`config.mk`:
```
export PLATFORM = sky130hd
export DESIGN_NAME = matrix_mac_sequencer
export DESIGN_NICKNAME = d
export VERILOG_FILES = /design/src/rtl/matrix_mac_sequencer.sv
export SDC_FILE = /design/constraint.sdc
export NUM_CORES = 1
export LEC_CHECK = 0
export CAP_MARGIN = 0
export CORE_ASPECT_RATIO = 0.8
export CORE_MARGIN = 3
export CORE_UTILIZATION = 45
export DETAILED_ROUTE_END_ITERATION = 6
export MAX_ROUTING_LAYER = met4
export PLACE_DENSITY = 0.72
export SLEW_MARGIN = 15
export SYNTH_ARGS = -nofsm -noshare
export SYNTH_HDL_FRONTEND = slang
export SYNTH_SLANG_ARGS = --single-unit
```
`constraint.sdc`:
```
create_clock -name clk -period 2.43 [get_ports clk]
set_input_delay 0.486 -clock clk [delete_from_list [all_inputs] [get_ports clk]]
set_output_delay 0.486 -clock clk [all_outputs]
set_load 0.01 [all_outputs]
```
`src/rtl/matrix_mac_sequencer.sv`:
```
// Sequencer that time-shares one multiply-accumulate PE to compute C = A x B for
// 2x2 matrices of 2-bit unsigned values; each output element is the sum of two PE terms.
module matrix_mac_sequencer #(
    parameter int TIMEOUT = 15
) (
    input  logic        clk,
    input  logic        rst,
    input  logic        start,
    input  logic [7:0]  mat_a,
    input  logic [7:0]  mat_b,
    output logic        pe_clr,
    output logic        pe_load,
    output logic [1:0]  pe_row,
    output logic [1:0]  pe_col,
    input  logic [5:0]  pe_result,
    input  logic        pe_done,
    output logic [23:0] mat_c,
    output logic        busy,
    output logic        done,
    output logic        timeout_err,
    output logic [2:0]  dbg_state
);
    localparam int TW = $clog2(TIMEOUT + 1);

    typedef enum logic [2:0] {
        S_IDLE  = 3'd0,
        S_CLEAR = 3'd1,
        S_LOAD  = 3'd2,
        S_WAIT  = 3'd3,
        S_STORE = 3'd4,
        S_DONE  = 3'd5
    } state_t;

    state_t        state_q, state_d;
    logic [7:0]    a_q, a_d, b_q, b_d;
    logic          i_q, i_d, j_q, j_d, k_q, k_d;
    logic [TW-1:0] timer_q, timer_d;
    logic [5:0]    res_q, res_d;
    logic [23:0]   mat_c_q, mat_c_d;
    logic          busy_q, busy_d, done_q, done_d, terr_q, terr_d;
    logic          pe_clr_q, pe_clr_d, pe_load_q, pe_load_d;
    logic [1:0]    pe_row_q, pe_row_d, pe_col_q, pe_col_d;

    // Handshake: start is a request sampled only in IDLE (no ready is returned; busy
    // rises the cycle after acceptance); done is a single-cycle valid for mat_c/timeout_err.
    always_comb begin
        state_d = state_q;
        a_d     = a_q;
        b_d     = b_q;
        i_d     = i_q;
        j_d     = j_q;
        k_d     = k_q;
        timer_d = timer_q;
        res_d   = res_q;
        mat_c_d = mat_c_q;
        terr_d  = terr_q;
        case (state_q)
            S_IDLE: begin
                if (start) begin
                    a_d     = mat_a;
                    b_d     = mat_b;
                    mat_c_d = '0;
                    terr_d  = 1'b0;
                    i_d     = 1'b0;
                    j_d     = 1'b0;
                    k_d     = 1'b0;
                    state_d = S_CLEAR;
                end
            end
            S_CLEAR: state_d = S_LOAD;
            S_LOAD: begin
                timer_d = '0;
                state_d = S_WAIT;
            end
            S_WAIT: begin
                if (pe_done) begin
                    if (!k_q) begin
                        k_d     = 1'b1;
                        state_d = S_LOAD;
                    end else begin
                        res_d   = pe_result;
                        state_d = S_STORE;
                    end
                end else begin
                    timer_d = timer_q + 1'b1;
                    if (timer_q == TW'(TIMEOUT - 1)) begin
                        terr_d  = 1'b1;
                        state_d = S_DONE;
                    end
                end
            end
            S_STORE: begin
                case ({i_q, j_q})
                    2'b00:   mat_c_d[5:0]   = res_q;
                    2'b01:   mat_c_d[11:6]  = res_q;
                    2'b10:   mat_c_d[17:12] = res_q;
                    default: mat_c_d[23:18] = res_q;
                endcase
                k_d = 1'b0;
                if (i_q && j_q) begin
                    state_d = S_DONE;
                end else begin
                    {i_d, j_d} = {i_q, j_q} + 2'd1;
                    state_d    = S_CLEAR;
                end
            end
            S_DONE:  state_d = S_IDLE;
            default: state_d = S_IDLE;
        endcase

        // Outputs are registered, so they are derived from the state being entered.
        pe_clr_d  = (state_d == S_CLEAR);
        pe_load_d = (state_d == S_LOAD);
        done_d    = (state_d == S_DONE);
        busy_d    = (state_d == S_CLEAR) || (state_d == S_LOAD) ||
                    (state_d == S_WAIT)  || (state_d == S_STORE);
        pe_row_d  = pe_row_q;
        pe_col_d  = pe_col_q;
        if (state_d == S_LOAD) begin
            pe_row_d = a_q[{i_d, k_d, 1'b0} +: 2];
            pe_col_d = b_q[{k_d, j_d, 1'b0} +: 2];
        end
    end

    always_ff @(posedge clk) begin
        if (rst) begin
            state_q   <= S_IDLE;
            a_q       <= '0;
            b_q       <= '0;
            i_q       <= 1'b0;
            j_q       <= 1'b0;
            k_q       <= 1'b0;
            timer_q   <= '0;
            res_q     <= '0;
            mat_c_q   <= '0;
            busy_q    <= 1'b0;
            done_q    <= 1'b0;
            terr_q    <= 1'b0;
            pe_clr_q  <= 1'b0;
            pe_load_q <= 1'b0;
            pe_row_q  <= '0;
            pe_col_q  <= '0;
        end else begin
            state_q   <= state_d;
            a_q       <= a_d;
            b_q       <= b_d;
            i_q       <= i_d;
            j_q       <= j_d;
            k_q       <= k_d;
            timer_q   <= timer_d;
            res_q     <= res_d;
            mat_c_q   <= mat_c_d;
            busy_q    <= busy_d;
            done_q    <= done_d;
            terr_q    <= terr_d;
            pe_clr_q  <= pe_clr_d;
            pe_load_q <= pe_load_d;
            pe_row_q  <= pe_row_d;
            pe_col_q  <= pe_col_d;
        end
    end

    // The PE is held in reset for as long as our own reset is asserted.
    assign pe_clr      = pe_clr_q | rst;
    assign pe_load     = pe_load_q;
    assign pe_row      = pe_row_q;
    assign pe_col      = pe_col_q;
    assign mat_c       = mat_c_q;
    assign busy        = busy_q;
    assign done        = done_q;
    assign timeout_err = terr_q;
    assign dbg_state   = state_q;
endmodule

```
# ---- Word-level counts from Yosys, hierarchy flattened
# Index checks and enable logic that the tools add are counted.
# W data, S select, Z words.
dict set report word_totals {
  regBits 65
  elab_cells 88
  in_bits 26
  out_inout_bits 36
}
dict set report classes {
  addsub 2
  eq_ne 19
  reduce_logical 18
  shift 2
  n_mux 27
  n_bitwise 1
}
# op count
set op_table {}
lappend op_table {{$pmux W24 S2} 1}
lappend op_table {{$mux W24} 1}
lappend op_table {{$mux W6} 4}
lappend op_table {{$shiftx A8 B4 Y2} 2}
lappend op_table {{$mux W3} 5}
lappend op_table {{$pmux W3 S5} 1}
lappend op_table {{$reduce_and A3 Y1} 5}
lappend op_table {{$eq A3 B2 Y1 const B} 4}
lappend op_table {{$eq A3 B3 Y1 const B} 3}
lappend op_table {{$mux W1} 9}
lappend op_table {{$ne A2 B2 Y1 const B} 4}
lappend op_table {{$pmux W4 S2} 1}
lappend op_table {{$eq A3 B1 Y1 const B} 2}
lappend op_table {{$ne A2 B1 Y1 const B} 3}
lappend op_table {{$pmux W1 S2} 3}
lappend op_table {{$reduce_bool A2 Y1} 3}
lappend op_table {{$add A4 B1 Y4 const B} 1}
lappend op_table {{$eq A4 B4 Y1 const B} 1}
lappend op_table {{$mux W4} 1}
lappend op_table {{$reduce_and A2 Y1} 2}
lappend op_table {{$reduce_and A4 Y1} 1}
lappend op_table {{$logic_not A3 Y1} 1}
lappend op_table {{$logic_or A1 B1 Y1} 3}
lappend op_table {{$pmux W1 S3} 1}
lappend op_table {{7 further kinds} 7}

# ---- Depth between registers and ports, before layout
# Gate-level depths: netlist (run 1).
dict set report logic_depth {
  ltp_word 8
  depth_mapped 7
  mapped_depth_nobuf 7
}

# ---- Worst setup path after synthesis (run 1)
# OpenSTA, ideal clock, no wires.
dict set report synth_path {
  kind {input -> register}
  from {in start}
  to {reg pe_row_q[0], in the netlist pe_row[0]}
  slack_ns 0.661
  setup_time_ns 0.122
  path_stages 5
  required_time_ns 2.308
  arrival_ns 1.647
  n_path_buf 0
  path_cell_list {or3b_2 o211ai_2 mux2i_1 nor4_1 a311o_1}
}
dict set report synth_via {
  elab_chain_cells 3
  elab_cells_between_ends 8
  cone_classes {eq/ne (1); shift (1); mux (6)}
}
# item line
set synth_lines {}
lappend synth_lines {{from (decl)} 8} ;# input logic start,
lappend synth_lines {{$mux W1 or $mux W3 (tied branches)} 59} ;# if (start) begin
lappend synth_lines {{$pmux W1 S3 (tied with other cells)} 57} ;# case (state_q)
lappend synth_lines {{$shiftx A8 B4 Y2 or $eq A3 B2 Y1 (tied branches)} {120, 119}}
lappend synth_lines {{to (signal assigned)} 158} ;# pe_row_q <= pe_row_d;
lappend synth_lines {{to (decl)} 42} ;# logic [1:0] pe_row_q, pe_row_d, pe_col_q, pe_col_d;
# Several ways; a longest one is shown, not always the timed one.
# A chain may end at the register's enable or synchronous reset.

# ---- Worst setup path in the final report (run 1)
dict set report layout_path {
  from {reg state_q[0], in the netlist dbg_state[0]}
  to {out dbg_state[0]}
}
# item line
set layout_rtl {}
lappend layout_rtl {{from (decl)} 34} ;# state_t state_q, state_d;
lappend layout_rtl {{from (signal assigned)} 144} ;# state_q <= state_d;
lappend layout_rtl {{to (decl)} 21} ;# output logic [2:0] dbg_state
# No word-level cell between the ends.

==> implementation parameters, run 1 <==
Parameter                              Value

Floorplan
  Total number of placement rows    24
  X dimension of the die    92.6 microns
  Overall die area    0.00697 sq mm
  I/O pin count    62
  Core footprint    0.00562 sq mm
  Effective utilization at floorplan    0.481
  Vertical die dimension    75.3 microns

Worst setup path
  Required time worst endpoint    1.94 ns
  Crit-path max cell delay    0.69 ns
  Critical path startpoint category    flip-flop
  Worst flop-to-flop path startpoint    dbg_state[0]$_SDFF_PP0_
  Sequence of cells on the critical path    clkdlybuf4s50_1
  Kind of end point of the critical path    output pin
  Sum of buffers and inverters on the critical path    1
  Worst setup startpoint    dbg_state[0]$_SDFF_PP0_
  Critical-path top delay cell    dfxtp_1
  Critical Path Fanout Max    14
  Data arrival time of the worst path    1.69 ns
  Critical setup path kind    reg2out
  Family with the most delay on the worst path    flip-flops

GRT
  Via count of the first global-routing pass    2160
  Total Routing Usage GR    0.193
  Total overflow reported by the global router    0
  Initial antenna violation count    0
  Largest net degree at the start of global routing    64
  Global-route wire length before repair    10.0 mm

Power
  PwrDens    635 mW/mm^2
  Seq pwr share    0.487
  Worst voltage drop across the vdd grid    0.359 mV
  Reported leakage power    1.37 nW
  Switch share    0.230
  Part of the power in combinational logic    0.103
  Power dissipated by switching net loads    0.528 mW
  Proportion of power drawn by the clock network    0.410
  Total Power    2.30 mW
  Pint    1.77 mW

STA
  Final Hold Violating Endpoints    0
  Hold slack final    0.455 ns
  Setup skew after layout    0.00510 ns
  Peak clock frequency supported by timing    460 MHz
  Relative slew slack    0.577
  Final Critical Period    2.17 ns
  Setup-violating endpoint count in the final report    0
  Transition time at the pin with the least slew margin    0.635 ns
  Period utilization    0.894
  Setup repair after global routing missed its margin    no
  Final Max Slew Viols    0

Synth
  Synthesized net count    318
  Avg Synthesized Cell Area    9.31 sq um
  Synthesized area    0.00270 sq mm
  Register bit count reported by yosys    65
  Yosys warnings    0
  Library cells used by synthesis    43
  Post-synth EDFFs    0
  Number of standard cells after synthesis    290
  Most instantiated flip-flop cell in the synthesis netlist    dfxtp_1
  Share of synthesized flip-flops with an asynchronous set or reset    0
  Part of the Yosys area used for sequential elements    0.482

Cells and area
  Post-layout utilization of the core    0.644
  Fin cells    441
  Final std cell area, no fill    0.00362 sq mm
  Syn-to-layout area delta    34.0%
  Share of cells above drive strength 1    0.113
  Antenna Diode Count    0
  Total Nets Final    386

Clock network
  Setup repair bufs after CTS    0
  TritonCTS clock tree    done
  Post-cts sizing count    0
  CTS clk-pin slew, worst paths    0.07 ns
  H-tree depth reported by CTS    3
  Post-CTS Hold Fix Bufs    0
  Root Driver    clkbuf_8
  Sinks on Clock Net    65
  CTS max path bufs    2
  Source-to-sink clock delay at the later pin of the worst-skew pair    0.34 ns
  Total CTS buffers    9

Detailed routing
  Wire length after detailed routing    6.04 mm
  Number of search-and-repair iterations in the first detailed-routing pass    4
  Post-route DRC violation count    0
  Violation count after the first detailed-routing iteration    111
  Via total after detailed routing    2219
  Remaining antenna violation count after routing    0
  Avg WL per Cell    13.7 microns
  Average via count per standard cell    5.03

Job
  Count of max-cap constraint violations    0

Worst hold path
  Type of the most critical hold path    reg2reg
  Hold Startpoint    b_q[3]$_SDFFE_PP0P_

Placed design
  Final weighted congestion of routability-driven global placement    0.841
  IO buf count    61
  Half-perimeter wire length of the detailed placement result    4.24 mm
  Total instance count after detailed placement    425
  Post-DP Area    0.00341 sq mm

Run status
  Status    finished, final reports clean
-- final timing paths --
check / endpoint / depth (start not counted) / slack, ns
worst min-delay path: b_q[3]$_SDFFE_PP0P_ / 2 / 0.45
worst max register to register: pe_row[1]$_SDFFE_PP0P_ / 5 / 0.35
worst max-delay path: dbg_state[0] / 1 / 0.26
worst min register to register: b_q[3]$_SDFFE_PP0P_ / 2 / 0.45
-- Yosys cell counts, drive strengths merged (3+ instances only) --
cell	n	area (sq um)
a21oi	22	110
and2	8	50.1
buf	7	56.3
clkbuf	9	33.8
dfxtp	65	1300
inv	3	11.3
mux2i	38	380
nand2	43	164
nand2b	3	18.8
nand3	4	32.5
nor2	43	171
nor3	8	40.0
nor4	4	25.0
-- logic make-up (layout without fill, tap and decap cells) --
family | count (synthesis) | in the layout | synth area share
fa+ha+maj | 2 | 2 | 0.00927
compound gates | 37 | 37 | 0.0946
buf+inv | 19 | 92 | 0.0375
simple gates | 129 | 129 | 0.236
mux | 38 | 38 | 0.141
flops | 65 | 65 | 0.482
-- area by class of cell --
cell class,count,area (sq um)
Clock buffer,14,173
Clock inverter,2,35.0
Fill cell,473,2000
Inverter,3,11.3
Multi-Input combinational cell,206,1300
Sequential cell,65,1300
Tap cell,78,97.6
Timing Repair Buffer,73,696
-- per-layer routing --
| metal | GRT usage | routed length (microns) | share of wire |
|---|---|---|---|
| met1 | 0.248 | 3100 | 0.51 |
| met2 | 0.285 | 2550 | 0.42 |
| met3 | 0.0709 | 326 | 0.054 |
| met4 | 0.0593 | 60 | 0.0099 |
| met5 | - | 0 | 0 |
-- power groups by stage --
stage                     clock [mW]  combinational (mW)  sequential, mW
after floorplan                    0               0.149            1.13
after global placement             0               0.234            1.14
after detailed placement           0               0.237            1.14
after CTS                      0.962               0.238            1.12
after global routing            1.01               0.259            1.12
final                          0.942               0.236            1.12
-- cell usage in the layout, fill, tap and decap left out, drive strengths merged, types with 3 or more instances in the layout --
cell,n
clkbuf,14
dfxtp,65
a21oi,22
clkdlybuf4s50,60
nand2b,3
nor3,8
buf,13
nand3,4
and2,8
inv,3
nor4,4
nand2,43
nor2,43
mux2i,38
-- state kept, by name, indices dropped and copies added, names as in the netlist, 2 cells and up --
name,count
a_q,8
b_q,8
dbg_state,3
mat_c,24
pe_col,2
pe_row,2
res_q,6
timer_q,4
-- metrics by stage --
stage | setup TNS, ns | setup slack [ns]
floorplan | 0 | 0.661
global placement | 0 | 0.102
detailed placement | -0.0126 | -0.0126
CTS | 0 | 0.242
global route | 0 | 0.181
finish | 0 | 0.258
No activity file was read; power rests on OpenSTA's default activity.
==> run 2: changes to the inputs <==
Settings changed: CELL_PAD_IN_SITES_DETAIL_PLACEMENT from default to 1, CELL_PAD_IN_SITES_GLOBAL_PLACEMENT from default to 2, CORE_UTILIZATION 45 to 30, PLACE_DENSITY 0.72 to 0.78.
==> implementation parameters, run 2 (synthesis results as in run 1) <==
Parameter                              Value

Floorplan
  Total number of placement rows    30 (+25%)
  Core footprint    0.00863 sq mm (+54%)
  Effective utilization at floorplan    0.313 (-0.168)
  Vertical die dimension    90.8 microns (+21%)
  Overall die area    0.0102 sq mm (+46%)
  X dimension of the die    112 microns (+21%)
  I/O pin count    62 (unchanged)

Worst setup path
  Critical path startpoint category    flip-flop
  Data arrival time of the worst path    1.64 ns (-0.05 ns)
  Worst setup startpoint    dbg_state[0]$_SDFF_PP0_
  Critical-path top delay cell    dfxtp_1
  Required time worst endpoint    1.94 ns (about the same)
  Sequence of cells on the critical path    clkdlybuf4s50_1
  Critical setup path kind    reg2out
  Sum of buffers and inverters on the critical path    1 (unchanged)
  Kind of end point of the critical path    output pin
  Family with the most delay on the worst path    flip-flops
  Worst Reg2Reg Path Length in Cells    5 (unchanged)
  Critical path depth    1 (unchanged)
  Critical Path Fanout Max    14 (unchanged)
  Crit-path max cell delay    0.68 ns (about the same)
  Worst flop-to-flop path startpoint    dbg_state[0]$_SDFF_PP0_

Job
  Count of max-cap constraint violations    0 (unchanged)

STA
  Setup repair after global routing missed its margin    no
  Relative slew slack    0.546 (-0.0307)
  Setup skew after layout    0.00564 ns (+0.000541 ns)
  Final Critical Period    2.13 ns (-0.0409 ns)
  Period utilization    0.877 (-0.0169)
  Final Hold Violating Endpoints    0 (unchanged)
  Setup-violating endpoint count in the final report    0 (unchanged)
  Final TNS setup    0 ns (unchanged)
  Final worst slack    0.299 ns (+0.0409 ns)
  Peak clock frequency supported by timing    469 MHz (+1.9%)
  Hold slack final    0.456 ns (+0.000740 ns)
  Transition time at the pin with the least slew margin    0.681 ns (+0.0461 ns)
  Final Max Slew Viols    0 (unchanged)

Cells and area
  Most common cell after layout, fill and taps aside    dfxtp_1
  Most frequent cells in the layout    dfxtp_1, clkdlybuf4s50_1, nand2_1
  Post-layout utilization of the core    0.438 (-0.206)
  Total Nets Final    387 (+0.26%)
  Syn-to-layout area delta    40.1%
  Antenna Diode Count    0 (unchanged)
  Share of cells above drive strength 1    0.118 (+0.00518)
  Max reg flops    24 (unchanged)

Detailed routing
  Wire length after detailed routing    7.06 mm (+17%)
  Avg WL per Cell    14.8 microns (+8.2%)
  Post-route DRC violation count    0 (unchanged)
  Violation count after the first detailed-routing iteration    39 (-65%)
  Average via count per standard cell    4.75 (-5.7%)
  Number of search-and-repair iterations in the first detailed-routing pass    4 (unchanged)
  Remaining antenna violation count after routing    0 (unchanged)
  Via total after detailed routing    2259 (+1.8%)

GRT
  Initial antenna violation count    0 (unchanged)
  Largest net degree at the start of global routing    64 (unchanged)
  Total Routing Usage GR    0.145 (-0.0478)
  Total overflow reported by the global router    0 (unchanged)
  Global-route wire length before repair    11.6 mm (+16%)
  Via count of the first global-routing pass    2346 (+8.6%)

Worst hold path
  Hold Startpoint    b_q[3]$_SDFFE_PP0P_
  Type of the most critical hold path    reg2reg
  Worst hold path cell count    2 (unchanged)

Clock network
  Post-cts sizing count    0 (unchanged)
  CTS max path bufs    2 (unchanged)
  Total CTS buffers    9 (unchanged)
  Sinks on Clock Net    65 (unchanged)
  Root Driver    clkbuf_16
  TritonCTS clock tree    done
  CTS clk-pin slew, worst paths    0.05 ns (-0.02 ns)
  H-tree depth reported by CTS    3 (unchanged)
  Setup repair bufs after CTS    0 (unchanged)
  Post-CTS Hold Fix Bufs    0 (unchanged)
  Source-to-sink clock delay at the later pin of the worst-skew pair    0.32 ns (-0.02 ns)

Placed design
  Half-perimeter wire length of the detailed placement result    5.07 mm (+20%)
  Final weighted congestion of routability-driven global placement    0.763 (-9.3%)
  IO buf count    61 (unchanged)
  Worst setup timing slack at the placement stage    0.0166 ns (+0.0292 ns)

Power
  Worst voltage drop across the vdd grid    0.404 mV (+13%)
  PwrDens    725 mW/mm^2 (+14%)
  Reported leakage power    1.43 nW (+4.3%)

Run status
  Status    finished, final reports clean
run 2: power by group:
group,internal [mW],switching (mW),total [mW]
Sequential,1.09,0.0262,1.12
Clock,0.924,0.453,1.38
Combinational,0.121,0.123,0.244
Total,2.14,0.602,2.74
run 2: cell type report:
type                       instances  area [sq um]
clock buffer                      11           243
sequential                        65          1300
tap                              112           140
multi-input combinational        206          1300
timing repair buffer              74           703
clock inverter                     5          78.8
fill                            1004          4850
inverter                           3          11.3
run 2: per-layer routing:
metal	track usage	wire [microns]	vias up	share of wire
met5	-	0	-	0
met4	0.0440	107	0	0.015
met3	0.0388	180	11	0.026
met2	0.218	3200	39	0.45
met1	0.192	3560	1076	0.50
li1	-	-	1133	-
run 2: final timing paths:
check,endpoint,slack (ns)
max,dbg_state[0],0.30
min,b_q[3]$_SDFFE_PP0P_,0.46
max reg2reg,pe_row[0]$_SDFFE_PP0P_,0.32
min reg2reg,b_q[3]$_SDFFE_PP0P_,0.46
run 2: through the flow:
step / cell area, sq um / instances / power (mW)
after floorplan: 2700 / 290 / 1.28
after global placement: 3460 / 460 / 1.39
after detailed placement: 3460 / 460 / 1.39
after CTS: 3780 / 476 / 2.77
after global routing: 3780 / 476 / 2.84
final: 3780 / 476 / 2.74
==> run 3: changes to the inputs <==
Clock period 2.43 ns to 2.15 ns, I/O delays scaled along.
==> implementation parameters, run 3 (synthesis results as in run 1) <==
Parameter                              Value

STA
  Setup repair after global routing missed its margin    no
  Final worst slack    0.182 ns (-0.117 ns)
  Peak clock frequency supported by timing    508 MHz
  Setup skew after layout    0.00641 ns (+0.000776 ns)
  Transition time at the pin with the least slew margin    0.659 ns (-0.0226 ns)
  Final Hold Violating Endpoints    0 (unchanged)
  Final Max Slew Viols    0 (unchanged)
  Period utilization    0.915
  Relative slew slack    0.561 (+0.0151)
  Final Critical Period    1.97 ns
  Setup-violating endpoint count in the final report    0 (unchanged)

Placed design
  IO buf count    61 (unchanged)
  Half-perimeter wire length of the detailed placement result    5.12 mm (+1.0%)
  Worst setup timing slack at the placement stage    -0.155 ns (-0.172 ns)
  Post-DP Area    0.00353 sq mm (+2.0%)
  Final weighted congestion of routability-driven global placement    0.837 (+9.7%)
  Total instance count after detailed placement    469 (+2.0%)

Cells and area
  Fin cells    485 (+1.9%)
  Antenna Diode Count    0 (unchanged)
  Post-layout utilization of the core    0.450 (+0.0119)
  Total Nets Final    396 (+2.3%)
  Final std cell area, no fill    0.00388 sq mm (+2.7%)
  Most common cell after layout, fill and taps aside    dfxtp_1
  Number of filler cells placed in the layout    1011 (+0.70%)
  Share of cells above drive strength 1    0.142 (+0.0240)
  Most frequent cells in the layout    dfxtp_1, clkdlybuf4s50_1, nand2_1
  Max reg flops    24 (unchanged)
  Syn-to-layout area delta    43.9%

Clock network
  Post-CTS Hold Fix Bufs    0 (unchanged)
  Total CTS buffers    9 (unchanged)
  Sinks on Clock Net    65 (unchanged)
  CTS max path bufs    2 (unchanged)
  Root Driver    clkbuf_16
  H-tree depth reported by CTS    3 (unchanged)
  Source-to-sink clock delay at the later pin of the worst-skew pair    0.33 ns (about the same)
  CTS clk-pin slew, worst paths    0.06 ns (about the same)
  TritonCTS clock tree    done

GRT
  Via count of the first global-routing pass    2346 (unchanged)
  Total Routing Usage GR    0.147 (+0.00196)
  Total overflow reported by the global router    0 (unchanged)
  Initial antenna violation count    0 (unchanged)
  Largest net degree at the start of global routing    64 (unchanged)
  Global-route wire length before repair    11.6 mm (-0.18%)

Detailed routing
  Post-route DRC violation count    0 (unchanged)
  Via total after detailed routing    2294 (+1.5%)
  Wire length after detailed routing    7.03 mm (-0.31%)
  Violation count after the first detailed-routing iteration    40 (+2.6%)
  Avg WL per Cell    14.5 microns (-2.2%)
  Number of search-and-repair iterations in the first detailed-routing pass    4 (unchanged)
  Remaining antenna violation count after routing    0 (unchanged)
  Average via count per standard cell    4.73 (-0.34%)

Power
  Worst voltage drop across the vdd grid    0.344 mV (-15%)
  PwrDens    842 mW/mm^2 (+16%)
  Reported leakage power    1.48 nW (+3.6%)

Floorplan
  I/O pin count    62 (unchanged)
  Vertical die dimension    90.8 microns (unchanged)
  Total number of placement rows    30 (unchanged)
  X dimension of the die    112 microns (unchanged)
  Core footprint    0.00863 sq mm (unchanged)
  Effective utilization at floorplan    0.313 (unchanged)
  Overall die area    0.0102 sq mm (unchanged)

Worst setup path
  Worst reg2reg path endpoint    pe_col[0]$_SDFFE_PP0P_
  Setup slack, reg-to-reg    0.18 ns (-0.14 ns)
  Critical-path top delay cell    dfxtp_1
  Sequence of cells on the critical path    buf_4, nor2_4, nor3b_4, nand3_4, or3_1, o221ai_1
  Critical Path Fanout Max    11 (-3)
  Worst flop-to-flop path startpoint    dbg_state[0]$_SDFF_PP0_
  Data arrival time of the worst path    2.21 ns (+0.57 ns)
  Sum of buffers and inverters on the critical path    1 (unchanged)
  Required time worst endpoint    2.40 ns (+0.46 ns)
  Critical path startpoint category    flip-flop
  Kind of end point of the critical path    flip-flop
  Family with the most delay on the worst path    simple AND/OR/NAND/NOR gates
  Worst Reg2Reg Path Length in Cells    6 (+1)
  Critical setup path kind    reg2reg
  Crit-path max cell delay    0.58 ns (-0.10 ns)

Worst hold path
  Hold worst-path end    a_q[4]$_SDFFE_PP0P_
  Type of the most critical hold path    reg2reg
  Worst hold path cell count    2 (unchanged)
  Hold Startpoint    a_q[4]$_SDFFE_PP0P_

Job
  Count of max-cap constraint violations    0 (unchanged)

Run status
  Status    finished, final reports clean
run 3: worst reg2reg max path, cell delays in order, from the launching register on:
cell      delay [ns]
dfxtp_1         0.58
buf_4           0.24
nor2_4          0.06
nor3b_4         0.22
nand3_4         0.15
or3_1           0.42
o221ai_1        0.21
run 3: metrics by stage:
stage | hold slack (ns) | setup TNS (ns) | total power [mW]
5_1_grt | 0.477 | 0 | 3.41
3_5_place_dp | 0.450 | -0.694 | 1.59
3_3_place_gp | 0.445 | -0.477 | 1.58
2_1_floorplan | 0.436 | 0 | 1.45
4_1_cts | 0.457 | 0 | 3.32
6_report | 0.452 | 0 | 3.27
run 3: repair_timing:
action	CTS	global route
buffers inserted	0	0
setup endpoints to repair	0	4
gates resized for setup	0	1
run 3: power by group:
part / total, mW / internal, mW / switching, mW
combinational: 0.300 / 0.150 / 0.150
sequential: 1.26 / 1.24 / 0.0219
clock: 1.71 / 1.14 / 0.565
run 3: final cells by class:
cell class | count | area (sq um) | area share
well taps | 112 | 140 | 0.0361
clock inverters | 7 | 125 | 0.0322
inverters | 3 | 11.3 | 0.00290
flip-flops and latches | 65 | 1300 | 0.335
clock buffers | 9 | 225 | 0.0580
repair buffers | 83 | 771 | 0.199
multi-input cells | 206 | 1310 | 0.337
run 3: metal layers:
| layer | track usage | vias up | routed length, microns |
|---|---|---|---|
| met5 | - | - | 0 |
| met4 | 0.0511 | 0 | 97 |
| met3 | 0.0395 | 12 | 243 |
| met2 | 0.227 | 39 | 3210 |
| met1 | 0.187 | 1088 | 3480 |
| li1 | - | 1155 | - |
run 3: worst max-delay path by stage:
stage | startpoint | cells past startpoint | endpoint
after floorplan | start | 5 | pe_row[0]$_SDFFE_PP0P_
after global placement | start | 6 | pe_row[0]$_SDFFE_PP0P_
after detailed placement | start | 6 | pe_row[1]$_SDFFE_PP0P_
after CTS | dbg_state[0]$_SDFF_PP0_ | 6 | mat_c[7]$_SDFFE_PP0P_
after global routing | dbg_state[0]$_SDFF_PP0_ | 5 | busy$_SDFF_PP0_
final | dbg_state[0]$_SDFF_PP0_ | 6 | pe_col[0]$_SDFFE_PP0P_
